**config.mk**
```make
export PLATFORM = sky130hd
export DESIGN_NAME = pwm_ramp_ctrl
export DESIGN_NICKNAME = d
export VERILOG_FILES = /design/src/rtl/pwm_ramp_pkg.sv /design/src/rtl/pwm_ramp_ctrl_tick_gen.sv /design/src/rtl/pwm_ramp_ctrl.sv
export SDC_FILE = /design/constraint.sdc
export NUM_CORES = 1
export LEC_CHECK = 0
export ABC_AREA = 1
export BUFFER_PORTS_ARGS = -buffer_cell sky130_fd_sc_hd__buf_2
export CAP_MARGIN = 15
export CORE_MARGIN = 8
export CORE_UTILIZATION = 35
export CTS_CLUSTER_SIZE = 30
export DETAILED_ROUTE_END_ITERATION = 8
export HOLD_SLACK_MARGIN = 0.02
export SLEW_MARGIN = 0
export SYNTH_ARGS = -nofsm -noshare
export SYNTH_HDL_FRONTEND = slang
export SYNTH_SLANG_ARGS = --single-unit
```
**constraint.sdc**
```tcl
create_clock -name clk -period 3.4 [get_ports clk]
set_input_delay 0.68 -clock clk [delete_from_list [all_inputs] [get_ports clk]]
set_output_delay 0.68 -clock clk [all_outputs]
set_load 0.02 [all_outputs]
```
**src/rtl/pwm_ramp_pkg.sv**
```systemverilog
// Shared types and helpers for the PWM duty ramp controller.
// Optional watchdog enabled with PWM_RAMP_WATCHDOG_EN.
package pwm_ramp_pkg;

  localparam int PWM_W = 16;

  typedef enum logic [1:0] {
    IDLE,
    RAMP,
    TRIP
  } state_t;

  // One slew step toward target; never wraps and never overshoots.
  function automatic logic [PWM_W-1:0] ramp_step(
    input logic [PWM_W-1:0] duty,
    input logic [PWM_W-1:0] target,
    input logic [PWM_W-1:0] step
  );
    logic [PWM_W:0]   sum;
    logic [PWM_W-1:0] dif;
    sum = {1'b0, duty} + {1'b0, step};
    dif = (duty > step) ? (duty - step) : '0;
    ramp_step = duty;
    if (duty < target) begin
      if (sum > {1'b0, target})
        ramp_step = target;
      else
        ramp_step = sum[PWM_W-1:0];
    end else if (duty > target) begin
      if (dif < target)
        ramp_step = target;
      else
        ramp_step = dif;
    end
  endfunction

endpackage

```
**src/rtl/pwm_ramp_ctrl_tick_gen.sv**
```systemverilog
// Free-running prescaler: one-cycle tick every PRESCALE clocks.
// Count restarts only on reset, never on commands.
module tick_gen #(
  parameter int PRESCALE = 1000
) (
  input  logic clk,
  input  logic rst,
  output logic o_tick
);

  localparam int CW = (PRESCALE > 2) ? $clog2(PRESCALE) : 1;
  localparam logic [CW-1:0] LAST = CW'(PRESCALE - 1);

  logic [CW-1:0] r_cnt;
  logic          w_last;

  assign w_last = (r_cnt == LAST);
  assign o_tick = w_last;

  always_ff @(posedge clk) begin
    if (rst)
      r_cnt <= '0;
    else if (w_last)
      r_cnt <= '0;
    else
      r_cnt <= r_cnt + 1'b1;
  end

endmodule

```
**src/rtl/pwm_ramp_ctrl.sv**
```systemverilog
// Command stage ahead of the PWM generator: slews duty toward target.
// Define PWM_RAMP_WATCHDOG_EN to add the command-loss watchdog.
module pwm_ramp_ctrl
  import pwm_ramp_pkg::*;
#(
  parameter int               PRESCALE    = 1000,
  parameter int               STEP        = 16,
  parameter logic [PWM_W-1:0] INIT_PERIOD = 16'd999,
  parameter logic [PWM_W-1:0] SAFE_DUTY   = 16'd0,
  parameter int               WDT_TICKS   = 500
) (
  input  logic             clk,
  input  logic             rst,
  input  logic             cmd_valid,
  output logic             cmd_ready,
  input  logic [PWM_W-1:0] cmd_period,
  input  logic [PWM_W-1:0] cmd_duty,
  output logic [PWM_W-1:0] period,
  output logic [PWM_W-1:0] duty,
  output logic             busy,
  output logic             wdt_trip
);

  localparam logic [PWM_W-1:0] STEP_L = PWM_W'(STEP);

  state_t           r_state;
  state_t           w_state;
  logic             r_ready;
  logic [PWM_W-1:0] r_period;
  logic [PWM_W-1:0] r_duty;
  logic [PWM_W-1:0] r_target;
  logic [PWM_W-1:0] w_period;
  logic [PWM_W-1:0] w_duty;
  logic [PWM_W-1:0] w_target;
  logic [PWM_W-1:0] w_step;
  logic [PWM_W-1:0] w_cmd_tgt;
  logic             w_accept;
  logic             w_tick;

  tick_gen #(
    .PRESCALE(PRESCALE)
  ) u_tick (
    .clk   (clk),
    .rst   (rst),
    .o_tick(w_tick)
  );

  assign w_accept  = cmd_valid & r_ready;
  assign w_step    = ramp_step(r_duty, r_target, STEP_L);
  assign w_cmd_tgt = (cmd_duty < cmd_period) ? cmd_duty : cmd_period;

`ifdef PWM_RAMP_WATCHDOG_EN
  localparam int WW = $clog2(WDT_TICKS + 1);
  localparam logic [WW-1:0] WDT_MAX = WW'(WDT_TICKS);

  logic [WW-1:0] r_wdt;
  logic [WW-1:0] w_wdt;
  logic          r_trip;
  logic          w_trip;
  logic          w_expire;

  assign w_expire = w_tick && (r_wdt == WDT_MAX - 1'b1);
  assign wdt_trip = r_trip;
`else
  assign wdt_trip = 1'b0;
`endif

  always_comb begin
    w_state  = r_state;
    w_period = r_period;
    w_duty   = r_duty;
    w_target = r_target;
`ifdef PWM_RAMP_WATCHDOG_EN
    w_wdt    = r_wdt;
    w_trip   = r_trip;
`endif
    if (w_accept) begin
      // Command wins over a coincident tick or expiry.
      w_period = cmd_period;
      w_target = w_cmd_tgt;
      if (r_duty > cmd_period)
        w_duty = cmd_period;
      w_state = (w_duty != w_cmd_tgt) ? RAMP : IDLE;
`ifdef PWM_RAMP_WATCHDOG_EN
      w_wdt  = '0;
      w_trip = 1'b0;
`endif
    end
`ifdef PWM_RAMP_WATCHDOG_EN
    else if (w_expire && r_state != TRIP) begin
      w_duty   = SAFE_DUTY;
      w_target = SAFE_DUTY;
      w_wdt    = WDT_MAX;
      w_trip   = 1'b1;
      w_state  = TRIP;
    end
`endif
    else if (w_tick) begin
`ifdef PWM_RAMP_WATCHDOG_EN
      if (r_wdt != WDT_MAX)
        w_wdt = r_wdt + 1'b1;
`endif
      if (r_state == RAMP) begin
        w_duty = w_step;
        if (w_step == r_target)
          w_state = IDLE;
      end
    end
  end

  always_ff @(posedge clk) begin
    if (rst) begin
      r_state  <= IDLE;
      r_ready  <= 1'b0;
      r_period <= INIT_PERIOD;
      r_duty   <= SAFE_DUTY;
      r_target <= SAFE_DUTY;
    end else begin
      r_state  <= w_state;
      r_ready  <= 1'b1;
      r_period <= w_period;
      r_duty   <= w_duty;
      r_target <= w_target;
    end
  end

`ifdef PWM_RAMP_WATCHDOG_EN
  always_ff @(posedge clk) begin
    if (rst) begin
      r_wdt  <= '0;
      r_trip <= 1'b0;
    end else begin
      r_wdt  <= w_wdt;
      r_trip <= w_trip;
    end
  end
`endif

  assign cmd_ready = r_ready;
  assign period    = r_period;
  assign duty      = r_duty;
  assign busy      = (r_state == RAMP);

endmodule

```
==> impl_metrics.env <==
export IMPL_synthesis_area_per_instance_um2=6.298
export IMPL_ys_top_cells_by_count="273 x sky130_fd_sc_hd__nand2_1, 109 x sky130_fd_sc_hd__inv_1, 78 x sky130_fd_sc_hd__ha_1"
export IMPL_worstPathMaxFanout=7
export IMPL_via_cell_ratio=5.144
export IMPL_yosys_most_used_dff="sky130_fd_sc_hd__dfxtp_1"
export IMPL_grt_setup_unrepaired="true"
export IMPL_detail_route_wl_per_cell_um=15.55
export IMPL_die_area_mm2=0.02210
export IMPL_latest_clock_arrival_within_the_worst_skew_pair_ns=0.33
export IMPL_fmax_mhz=273.0
export IMPL_grt_ovfl_total=0
export IMPL_post_route_util_pct=50.33
export IMPL_violations_in_the_final_reports="negative setup slack"
export IMPL_worst_setup_path_type="flop to flop"
export IMPL_final_cells=1413
export IMPL_top_level_ports=70
export IMPL_end_kind="flop"
export IMPL_routed_wl_um=21970
export IMPL_effective_utilization_at_floorplan_pct=35.74
export IMPL_htree_num_levels=3
export IMPL_standard_cell_row_count=48
export IMPL_synth_cell_area_mm2=0.006160
export IMPL_async_reset_ff_share_pct=0
export IMPL_synthesis_instances=978
export IMPL_placed_insts=1379
export IMPL_maxCapViolations=0
export IMPL_portion_of_the_post_synthesis_area_used_by_sequential_elements_pct=19.50
export IMPL_min_delay_start="u_tick.r_cnt[0]$_SDFF_PP0_"
export IMPL_drt_drc_violations_left=0
export IMPL_hpwl_um=17010
export IMPL_critical_path_arrival_ns=3.87
export IMPL_area_growth_synth_to_final_pct=40.85
export IMPL_post_synth_top_area_cell="sky130_fd_sc_hd__dfxtp_1"
export IMPL_diodes=0
export IMPL_postSynthNetCount=1091
export IMPL_floorplan_core_area_mm2=0.01724
export IMPL_worst_skew_ns=0.009032
export IMPL_setup_slack_ns=-0.2630
export IMPL_critPathLaunch="duty[5]$_SDFFE_PP0P_"
export IMPL_dr_pass1_iters=5
export IMPL_period_minus_slack_ns=3.663
export IMPL_report_final_hold_viol_count=0
export IMPL_grtUsageTotal_pct=19.45
export IMPL_post_synth_edffs=0
export IMPL_p_total_uw=2451
export IMPL_synth_most_common_cell="sky130_fd_sc_hd__nand2_1"
export IMPL_yosys_cell_types_count=45
export IMPL_relative_max_transition_margin_pct=36.58
export IMPL_antenna_left=0
export IMPL_setup_violations_final=3
export IMPL_grt_pass1_wl_um=34650
export IMPL_buffer_ports_inserted=68
export IMPL_yosys_warnings=0
export IMPL_synth_top_cell_area_share_pct=19.50
export IMPL_drive_above_1_share_pct=30.13
export IMPL_post_route_period_util_pct=107.7
export IMPL_globalplace_congestion=0.8795
export IMPL_area_sequential_mm2=0.001216
export IMPL_tritoncts_num_buffers=9
export IMPL_die_w_um=148.7
export IMPL_clkSinkCount=60
export IMPL_status="complete, but fails checks"
export IMPL_path_clk_slew_ns=0.06
export IMPL_vdd_drop_max_mv=0.3531
export IMPL_crit_path_start_kind="flop"
export IMPL_power_density_cell_area_mw_per_mm2=282.5
export IMPL_synth_top_cells_by_area="sky130_fd_sc_hd__dfxtp_1 20%, sky130_fd_sc_hd__nand2_1 17%, sky130_fd_sc_hd__ha_1 16%"
export IMPL_worst_hold_path_type="flop to flop"
export IMPL_area_used_by_multi_input_combinational_logic_mm2=0.004761
export IMPL_number_of_nets_in_the_layout=1296
export IMPL_dr_total_vias=7268
export IMPL_r2r_start="duty[5]$_SDFFE_PP0P_"
export IMPL_cts_hold_buf=0
export IMPL_cts_max_path_buffers=2
export IMPL_clk_root_buffer_cell="sky130_fd_sc_hd__clkbuf_16"
export IMPL_grt_pass1_vias=6897
export IMPL_die_height_um=148.7
export IMPL_place_ws_ns=-0.4147
export IMPL_slew_viol_final=0
export IMPL_total_leakage_power_uw=0.004338
export IMPL_slowest_cell_delay_on_critical_path_ns=0.38
export IMPL_cp_slowest_cell="sky130_fd_sc_hd__dfxtp_4"
export IMPL_cts_tree="done"
export IMPL_initial_drt_markers=496
export IMPL_worstPathRequired_ns=3.61
export IMPL_timing_worst_slew_pin_value_ns=0.9502
export IMPL_worst_path_most_repeated_cell="sky130_fd_sc_hd__nand2_1"
export IMPL_grt_start_max_net_pins=45
export IMPL_fillerInstances=1680
export IMPL_setup_tns_final_ns=-0.3335
export IMPL_postSynthRegisterBits=60
export IMPL_initial_antenna_violation_count=0
==> area by class of cell <==
cell class              count  area share (%)
multi-input cells         765           54.87
repair buffers            232           19.54
flip-flops and latches     60           14.02
inverters                 115           5.033
well taps                 225           3.245
clock buffers              11           2.682
clock inverters             5          0.6057
==> cell usage in the layout, fill, tap and decap left out, types with 16 or more instances in the layout <==
master / instances
sky130_fd_sc_hd__nand2_1: 254
sky130_fd_sc_hd__buf_4: 146
sky130_fd_sc_hd__inv_1: 102
sky130_fd_sc_hd__ha_1: 75
sky130_fd_sc_hd__a21oi_1: 71
sky130_fd_sc_hd__buf_2: 68
sky130_fd_sc_hd__nand3_1: 62
sky130_fd_sc_hd__o21ai_0: 59
sky130_fd_sc_hd__dfxtp_1: 54
sky130_fd_sc_hd__nor2_1: 50
sky130_fd_sc_hd__o211ai_1: 21
sky130_fd_sc_hd__nand4_1: 17
sky130_fd_sc_hd__xor2_1: 16
==> sequential cells by signal, indices dropped and copies added, names as in the netlist <==
signal / cells
duty: 16
period: 16
r_target: 16
u_tick.r_cnt: 10
cmd_ready: 1
r_state: 1
==> critical path: cells and delay by family, from the launching register on <==
family	cells	cell delay, ns
and+or+nand+nor	19	2.06
buffers and inverters	4	0.42
DFF	1	0.38
adders and majority gates	1	0.29
xor gates and xnor gates	1	0.22
AOI/OAI and AO/OA	2	0.19
==> kinds of logic (layout without fill, tap and decap cells) <==
logic type | after synthesis | in the layout | share of synthesized area, %
flops | 60 | 60 | 19.50
other cells | 1 | 1 | 0.06088
xor+xnor | 20 | 20 | 2.844
compound gates | 203 | 203 | 19.24
buf+inv | 154 | 363 | 10.01
fa+ha+maj | 78 | 78 | 15.84
simple gates | 462 | 463 | 32.50
==> per-stage QoR <==
step                      area, um2  hold slack [ns]
after floorplan                6167           0.4176
after global placement         7756           0.4313
after CTS                      8260           0.4461
final                          8676           0.4434
after detailed placement       7756           0.4386
after global routing           8676           0.4881
==> repair_timing <==
action	CTS	global route
endpoints found under the hold margin	0	0
cloned	1	2
setup endpoints to repair	10	17
pin swaps	22	42
setup buffers	11	9
gates resized for setup	23	91
==> final timing paths <==
check                                to  slack (ns)  cells past startpoint
min reg2reg  u_tick.r_cnt[0]$_SDFF_PP0_        0.44                      1
min          u_tick.r_cnt[0]$_SDFF_PP0_        0.44                      1
max reg2reg     r_state[0]$_SDFFE_PP0P_       -0.26                     27
max             r_state[0]$_SDFFE_PP0P_       -0.26                     27
==> layer usage <==
metal / vias up / global-route usage [%] / share of wire [%]
met5: - / 0 / 0
li1: 3708 / - / -
met4: 0 / 7.343 / 2.2
met3: 34 / 2.492 / 6.1
met2: 242 / 29.36 / 43
met1: 3284 / 27.43 / 48
==> power breakdown <==
group | internal (uW) | leakage [uW] | switching, uW
logic | 326 | 0.00370 | 469
registers | 733 | 0.000495 | 30.3
clock network | 563 | 0.000139 | 330
total | 1620 | 0.00434 | 829
Note: power is estimated with default switching activity, not from simulation.
